File: config.mk
export PLATFORM = sky130hd
export DESIGN_NAME = color_encoder
export DESIGN_NICKNAME = d
export VERILOG_FILES = /design/src/rtl/color_encoder.sv
export SDC_FILE = /design/constraint.sdc
export NUM_CORES = 1
export LEC_CHECK = 0
export CAP_MARGIN = 20
export CORE_ASPECT_RATIO = 0.6
export CORE_UTILIZATION = 40
export CTS_BUF_LIST = sky130_fd_sc_hd__clkbuf_4 sky130_fd_sc_hd__clkbuf_8 sky130_fd_sc_hd__clkbuf_16
export CTS_CLUSTER_SIZE = 12
export DETAILED_ROUTE_END_ITERATION = 10
export PLACE_DENSITY = 0.64
export SKIP_LAST_GASP = 1
export SYNTH_ARGS = -nofsm -noshare
export SYNTH_HDL_FRONTEND = slang
export SYNTH_SLANG_ARGS = --single-unit
File: constraint.sdc
create_clock -name clk_sys -period 5.02 [get_ports clk_sys]
set_input_delay 1.004 -clock clk_sys [delete_from_list [all_inputs] [get_ports clk_sys]]
set_output_delay 1.004 -clock clk_sys [all_outputs]
set_load 0.01 [all_outputs]
File: src/rtl/color_encoder.sv
// ---------------------------------------------------------------------------
// color_encoder
//
// Converts the maria colour index stream into 24-bit RGB. It has a two-stage
// pipeline that advances only on the mclk0 pixel strobe. Stage 1 captures the
// index, the raw timing and the active palette set. Stage 2 looks the pixel up
// in a 2048x24 palette memory and registers the timing alongside the read
// data. The timing outputs are therefore delay-matched to the RGB outputs.
//
// The palette set {pal, pal_temp} is sampled only on a vsync_in rising edge,
// so a bank switch never tears a frame. Eight built-in palettes are provided:
// NTSC sets 0-3 and PAL sets 4-7. The set index is the top three bits of the
// palette address.
//
// Build option (macro):
//   COLOR_ENCODER_PALETTE_WRITE_EN
//      Defined   : the palette is a RAM preloaded with the built-in palettes,
//                  and pal_wr writes pal_wr_data at pal_wr_addr on any clk_sys
//                  cycle. A read that collides with a write returns the old
//                  word.
//      Undefined : the palette is a ROM. The write ports exist but are
//                  ignored.
//
// Ports:
//   clk_sys      in   1   system clock; every flop uses its rising edge
//   reset_b      in   1   asynchronous active-low reset
//   mclk0        in   1   one-cycle pixel strobe
//   yc           in   8   colour index {hue[7:4], lum[3:0]}
//   hsync_in     in   1   raw horizontal sync
//   vsync_in     in   1   raw vertical sync
//   hblank_in    in   1   raw horizontal blank
//   vblank_in    in   1   raw vertical blank
//   pal          in   1   PAL/NTSC bank select
//   pal_temp     in   2   palette variant within the bank
//   pal_wr       in   1   palette write strobe
//   pal_wr_addr  in   11  {bank, variant[1:0], index[7:0]}
//   pal_wr_data  in   24  {R, G, B}
//   red/green/blue out 8  pixel colour (BLANK_RGB while blanked)
//   hsync/vsync  out  1   sync, aligned with RGB
//   hblank/vblank out 1   blank, aligned with RGB
//   ce_pix       out  1   one-cycle pulse after each output update
// ---------------------------------------------------------------------------
module color_encoder #(
    parameter logic [23:0] BLANK_RGB = 24'h000000,
    parameter int          LATENCY   = 2
) (
    input  logic        clk_sys,
    input  logic        reset_b,
    input  logic        mclk0,
    input  logic [7:0]  yc,
    input  logic        hsync_in,
    input  logic        vsync_in,
    input  logic        hblank_in,
    input  logic        vblank_in,
    input  logic        pal,
    input  logic [1:0]  pal_temp,
    input  logic        pal_wr,
    input  logic [10:0] pal_wr_addr,
    input  logic [23:0] pal_wr_data,
    output logic [7:0]  red,
    output logic [7:0]  green,
    output logic [7:0]  blue,
    output logic        hsync,
    output logic        vsync,
    output logic        hblank,
    output logic        vblank,
    output logic        ce_pix
);

    // LATENCY only documents the pipeline depth. The pipeline itself is
    // fixed, so an override would describe hardware that does not exist.
    if (LATENCY != 2) begin : g_latency_check
        $error("color_encoder: LATENCY is fixed at 2");
    end

    localparam int PAL_DEPTH = 2048;

    // Timing bundle order used throughout: {hsync, vsync, hblank, vblank}.
    // The reset value keeps both blanks asserted.
    localparam logic [3:0] TIMING_RESET = 4'b0011;

    // -----------------------------------------------------------------------
    // Built-in palette generator
    //
    // Luma is the 4-bit lum replicated to 8 bits. Each non-zero hue adds a
    // fixed chroma vector. The PAL bank rotates the hue wheel by one step.
    // The variant adds a warm/cool tint: red is shifted by +warm and blue by
    // -warm. Channels saturate to 0..255.
    // -----------------------------------------------------------------------
    function automatic logic [23:0] hue_vector(input logic [3:0] hue);
        logic [23:0] v;    // {cr, cg, cb}, each signed 8-bit
        case (hue)
            4'd1:    v = {8'sd40,  8'sd24,  -8'sd48};
            4'd2:    v = {8'sd48,  8'sd8,   -8'sd40};
            4'd3:    v = {8'sd48,  -8'sd16, -8'sd24};
            4'd4:    v = {8'sd40,  -8'sd32, 8'sd0};
            4'd5:    v = {8'sd32,  -8'sd40, 8'sd24};
            4'd6:    v = {8'sd8,   -8'sd40, 8'sd40};
            4'd7:    v = {-8'sd16, -8'sd32, 8'sd48};
            4'd8:    v = {-8'sd32, -8'sd16, 8'sd48};
            4'd9:    v = {-8'sd40, 8'sd8,   8'sd40};
            4'd10:   v = {-8'sd40, 8'sd24,  8'sd24};
            4'd11:   v = {-8'sd32, 8'sd40,  8'sd0};
            4'd12:   v = {-8'sd16, 8'sd48,  -8'sd16};
            4'd13:   v = {8'sd8,   8'sd48,  -8'sd32};
            4'd14:   v = {8'sd24,  8'sd40,  -8'sd48};
            4'd15:   v = {8'sd40,  8'sd24,  -8'sd48};
            default: v = 24'h000000;
        endcase
        return v;
    endfunction

    function automatic logic [7:0] clamp8(input logic signed [9:0] v);
        logic [7:0] r;
        if (v < 10'sd0) begin
            r = 8'd0;
        end else if (v > 10'sd255) begin
            r = 8'd255;
        end else begin
            r = v[7:0];
        end
        return r;
    endfunction

    function automatic logic [23:0] palette_entry(input logic [10:0] addr);
        logic              bank;
        logic [1:0]        variant;
        logic [3:0]        hue;
        logic [3:0]        lum;
        logic [3:0]        eff_hue;
        logic [23:0]       vec;
        logic signed [9:0] luma;
        logic signed [9:0] warm;
        logic signed [7:0] cr;
        logic signed [7:0] cg;
        logic signed [7:0] cb;
        bank    = addr[10];
        variant = addr[9:8];
        hue     = addr[7:4];
        lum     = addr[3:0];
        // Grey (hue 0) is not rotated. Hue 15 wraps to 1 so that it never
        // lands on the grey column.
        if (bank && (hue != 4'd0)) begin
            eff_hue = (hue == 4'd15) ? 4'd1 : hue + 4'd1;
        end else begin
            eff_hue = hue;
        end
        case (variant)
            2'd1:    warm = 10'sd8;
            2'd2:    warm = -10'sd8;
            2'd3:    warm = 10'sd16;
            default: warm = 10'sd0;
        endcase
        vec  = hue_vector(eff_hue);
        cr   = vec[23:16];
        cg   = vec[15:8];
        cb   = vec[7:0];
        luma = $signed({2'b00, lum, lum});
        return {clamp8(luma + 10'(cr) + warm),
                clamp8(luma + 10'(cg)),
                clamp8(luma + 10'(cb) - warm)};
    endfunction

    // -----------------------------------------------------------------------
    // Registers
    // -----------------------------------------------------------------------
    logic [2:0]  set_sel_q,    set_sel_d;
    logic        vsync_prev_q, vsync_prev_d;
    logic [7:0]  yc_s1_q,      yc_s1_d;
    logic [2:0]  set_s1_q,     set_s1_d;
    logic [3:0]  timing_s1_q,  timing_s1_d;
    logic [3:0]  timing_s2_q,  timing_s2_d;
    logic [23:0] rgb_s2_q,     rgb_s2_d;
    logic        ce_pix_q,     ce_pix_d;

    logic [10:0] rd_addr;
    logic [23:0] rd_word;
    logic        vsync_rise;

    // Concatenation, not addition: a full index can never carry into the
    // set bits.
    assign rd_addr = {set_s1_q, yc_s1_q};

    // -----------------------------------------------------------------------
    // Palette storage
    // -----------------------------------------------------------------------
`ifdef COLOR_ENCODER_PALETTE_WRITE_EN
    typedef logic [23:0] pal_array_t [0:PAL_DEPTH-1];

    function automatic pal_array_t build_palette();
        pal_array_t p;
        for (int i = 0; i < PAL_DEPTH; i++) begin
            p[i] = palette_entry(11'(i));
        end
        return p;
    endfunction

    // Preloaded contents have no reset, so reset leaves the palette intact.
    pal_array_t pal_mem = build_palette();

    always_ff @(posedge clk_sys) begin
        if (pal_wr) begin
            pal_mem[pal_wr_addr] <= pal_wr_data;
        end
    end

    // The read is sampled on the same edge as any write. It therefore sees
    // the pre-write word, which gives read-first collision behaviour.
    assign rd_word = pal_mem[rd_addr];
`else
    logic unused_wr_port;

    assign unused_wr_port = ^{pal_wr, pal_wr_addr, pal_wr_data};
    assign rd_word        = palette_entry(rd_addr);
`endif

    // -----------------------------------------------------------------------
    // Next-state logic
    // -----------------------------------------------------------------------
    assign vsync_rise = mclk0 && vsync_in && !vsync_prev_q;

    always_comb begin
        set_sel_d    = set_sel_q;
        vsync_prev_d = vsync_prev_q;
        yc_s1_d      = yc_s1_q;
        set_s1_d     = set_s1_q;
        timing_s1_d  = timing_s1_q;
        timing_s2_d  = timing_s2_q;
        rgb_s2_d     = rgb_s2_q;
        ce_pix_d     = mclk0;

        if (mclk0) begin
            vsync_prev_d = vsync_in;
            // {pal, pal_temp} are sampled on the rising strobe itself, so
            // a change on the same strobe as the vsync edge takes effect.
            if (vsync_rise) begin
                set_sel_d = {pal, pal_temp};
            end
            // The pixel captured on the vsync edge already uses the new set.
            yc_s1_d     = yc;
            set_s1_d    = set_sel_d;
            timing_s1_d = {hsync_in, vsync_in, hblank_in, vblank_in};
            timing_s2_d = timing_s1_q;
            rgb_s2_d    = rd_word;
        end
    end

    always_ff @(posedge clk_sys or negedge reset_b) begin
        if (!reset_b) begin
            set_sel_q    <= 3'd0;
            vsync_prev_q <= 1'b0;
            yc_s1_q      <= 8'd0;
            set_s1_q     <= 3'd0;
            timing_s1_q  <= TIMING_RESET;
            timing_s2_q  <= TIMING_RESET;
            rgb_s2_q     <= BLANK_RGB;
            ce_pix_q     <= 1'b0;
        end else begin
            set_sel_q    <= set_sel_d;
            vsync_prev_q <= vsync_prev_d;
            yc_s1_q      <= yc_s1_d;
            set_s1_q     <= set_s1_d;
            timing_s1_q  <= timing_s1_d;
            timing_s2_q  <= timing_s2_d;
            rgb_s2_q     <= rgb_s2_d;
            ce_pix_q     <= ce_pix_d;
        end
    end

    // -----------------------------------------------------------------------
    // Outputs
    // -----------------------------------------------------------------------
    logic [23:0] rgb_out;

    // The blank substitution works from the stage-2 flags, which are reset
    // high. An asynchronous reset therefore blanks the picture immediately.
    assign rgb_out = (timing_s2_q[1] || timing_s2_q[0]) ? BLANK_RGB : rgb_s2_q;

    assign red    = rgb_out[23:16];
    assign green  = rgb_out[15:8];
    assign blue   = rgb_out[7:0];
    assign hsync  = timing_s2_q[3];
    assign vsync  = timing_s2_q[2];
    assign hblank = timing_s2_q[1];
    assign vblank = timing_s2_q[0];
    assign ce_pix = ce_pix_q;

endmodule

==> impl_results.md <==
- Status: completed
- N_diodes: 0
- Yosys reg bits: 44
- Worst Max-Slew Pin Slew: 0.783 ns
- Total Power: 2.14 mW
- Max clock buf depth: 2
- Switching Share: 41.4%
- P_sw: 888 µW
- Min-delay worst type: reg2reg
- Mapped Area: 3460 µm²
- Dpl hpwl: 5.95 mm
- Post-Route Utilization: 52.3%
- P&R area growth vs syn: 22.7%
- CTS tree: built
- Post-synthesis cell type count: 50
- Startpoint types: flip-flop
- Synth async-reset ratio: 100%
- Die Y-Extent: 74.1 µm
- Leakage Power: 1.92 nW
- Drt wl/cell: 14.3 µm
- Worst-Skew Late Latency: 0.29 ns
- Number of synthesized flops with an enable pin: 0
- Synth warn: 0
- Initial core utilization: 42.6%
- Vias in the first global route: 2,670
- Via/cell ratio: 5.18
- Post-route ant nets: 0
- Remaining global-route overflow: 0
- Comb power frac: 60.0%
- Fin. Hold Viols: 0
- Drt total wl: 7.72 mm
- Input/output buffers: 46
- Instance count of the mapped netlist: 377
- CP Cell Sequence: inv_1 > ha_1 > nand2b_1 > o21ai_0 > mux2i_1 > inv_1 > ha_1 > nand2_1 > o211ai_1 > o21ai_0 > fa_1 > inv_1 > ha_1 > a21oi_1 > o21ai_0 > a31oi_1 > and4bb_2 > nor3_2 > buf_4 > a311oi_1
- Nets@finish: 528
- Period minus WS final: 4.63 ns
- Layout cell share with drive strength beyond 1: 12.1%
- First drt pass iteration count: 4
- CTS Sinks: 44
- Sequential fraction of the synthesis area: 31.9%
- Commonest non-fill, non-tap cell in the layout: inv_1
- Top_reg_cell synth: dfrtp_1
- Worst path slowest cell: fa_1
- Die Wd: 122 µm
- Worst-path clk slew: 0.06 ns
- Initial DRC count: 238
- Final setup vio count: 0
- Syn_area_per_cell: 9.19 µm²
- Total Routing Usage GR: 19.1%
- IO Count: 83
- Drt drc: 0
- P per Cell Area: 504 nW/µm²
- Synthesized net count: 475
- Period utilization: 92.2%
- Clock group share of total power: 15.4%
- Setup crit end kind: flip-flop
- Vias: 2,792
- Most frequent cells in the layout: inv_1, clkdlybuf4s50_1, dfrtp_1
- F_max: 216 MHz
- Post-CTS sizing: 0
- Hold WS: 0.511 ns
- Final setup TNS: 0 ns
- Row count: 25
- Max IR drop VDD: 0.000168 V
- Post-CTS Setup Inserts: 0
- Max stage delay on crit path: 0.54 ns
- Die Area: 9050 µm²
- Critical Path RT: 5.19 ns
- Final Skew: 0.00737 ns
- RSZ-0062 raised after global routing: no
- First-pass GRT wire length: 13.3 mm
- Internal power: 1.26 mW
- CTS Buf Count: 5
- Post-CTS Hold Fix Bufs: 0
- Total of max-cap violations: 0
- Slew Viols, Final: 0
- Crit Path Max Fanout: 8
- CP Class: reg2reg
- Initial antenna violation count: 0
- Largest net degree at the start of global routing: 45
- H-tree depth: 2
- Root Buffer: clkbuf_16
- Core ar.: 8130 µm²
- Gpl congestion: 0.869
- Data arrival time of the worst path: 4.80 ns
- Seq pwr share: 24.6%
- Max_slew headroom: 47.3%
==> metrics by stage <==
stage,area [µm²],setup WS (ns),std cells
after floorplan,3460,0.786,377
after global placement,4090,0.586,530
after detailed placement,4090,0.452,530
after CTS,4230,0.394,538
after global routing,4250,0.0426,539
final,4250,0.393,539
==> power by group through the flow <==
stage / sequential [mW] / clock (mW) / combinational, mW
finish: 0.528 / 0.330 / 1.29
global route: 0.544 / 0.354 / 1.45
CTS: 0.530 / 0.339 / 1.29
detailed placement: 0.537 / 0 / 1.28
global placement: 0.531 / 0 / 1.24
floorplan: 0.512 / 0 / 0.926
==> synth_stat cells, drive strengths merged (2+ instances only) <==
cell	n	area (µm²)
and2	8	50.1
o22a	2	17.5
a311oi	8	70.1
o21ai	40	211
nor2b	4	25.0
fa	14	280
nor3	19	100
mux2i	3	55.1
a21oi	13	65.1
dfstp	4	105
buf	4	16.3
nor2	28	105
nand2	17	63.8
ha	30	375
or3	2	12.5
mux2	14	161
nand3b	4	30.0
inv	56	210
a31oi	2	12.5
a21bo	2	20.0
or2	2	12.5
nand2b	4	25.0
o22ai	9	56.3
o21a	5	37.5
clkbuf	8	30.0
dfrtp	40	1000
xor2	5	43.8
xnor2	8	70.1
o211ai	4	30.0
a21o	4	30.0
==> state kept, by name, indices dropped and copies added, names as in the netlist <==
| register | flops |
|---|---|
| rgb_s2_q | 24 |
| yc_s1_q | 8 |
| timing_s1_q | 4 |
| timing_s2_q | 4 |
| set_s1_q | 3 |
| ce_pix | 1 |
==> cells by family after synthesis <==
logic type               Yosys count  share of synthesized area, %
flip-flops                        44                          31.9
multiplexers                      18                          6.90
buffers and inverters             68                          7.40
AND/OR/NAND/NOR                   91                          12.9
AO/OA/AOI/OAI                     99                          18.6
XOR/XNOR                          13                          3.29
adder cells (fa/ha/maj)           44                          18.9
==> area by class of cell <==
type	count	area, µm²
Fill cell	777	3880
Multi-Input combinational cell	265	2100
Sequential cell	44	1110
Timing Repair Buffer	58	553
Inverter	56	210
Tap cell	108	135
Clock buffer	6	133
Clock inverter	2	12.5
==> per-layer routing <==
layer  vias to the layer above  routed length [µm]  track usage [%]
met2                        71                3130             28.5
met5                         -                   0                0
met1                      1317                4140             28.8
li1                       1400                   -                -
met4                         0                  31             3.25
met3                         4                 419             4.06
==> final timing paths <==
kind                                 from             end  slack, ns  depth (start not counted)
min in group asynchronous         reset_b    rgb_s2_q[18]       0.55                          1
max in group asynchronous         reset_b  timing_s2_q[1]       3.95                          2
setup / recovery               yc_s1_q[4]     rgb_s2_q[6]       0.39                         20
setup reg to reg               yc_s1_q[4]     rgb_s2_q[6]       0.39                         20
hold reg to reg            timing_s2_q[3]  timing_s2_q[3]       0.51                          1
hold / removal             timing_s2_q[3]  timing_s2_q[3]       0.51                          1
==> critical path, delay by kind of cell, from the launching register on <==
kind / cells / cell delay, ns
buffers and inverters: 4 / 0.40
and+or+nand+nor: 4 / 0.46
adders and majority gates: 4 / 1.34
AOI/OAI and AO/OA: 7 / 1.56
muxes: 1 / 0.30
DFF: 1 / 0.45
Power figures use the tool's default switching activity.
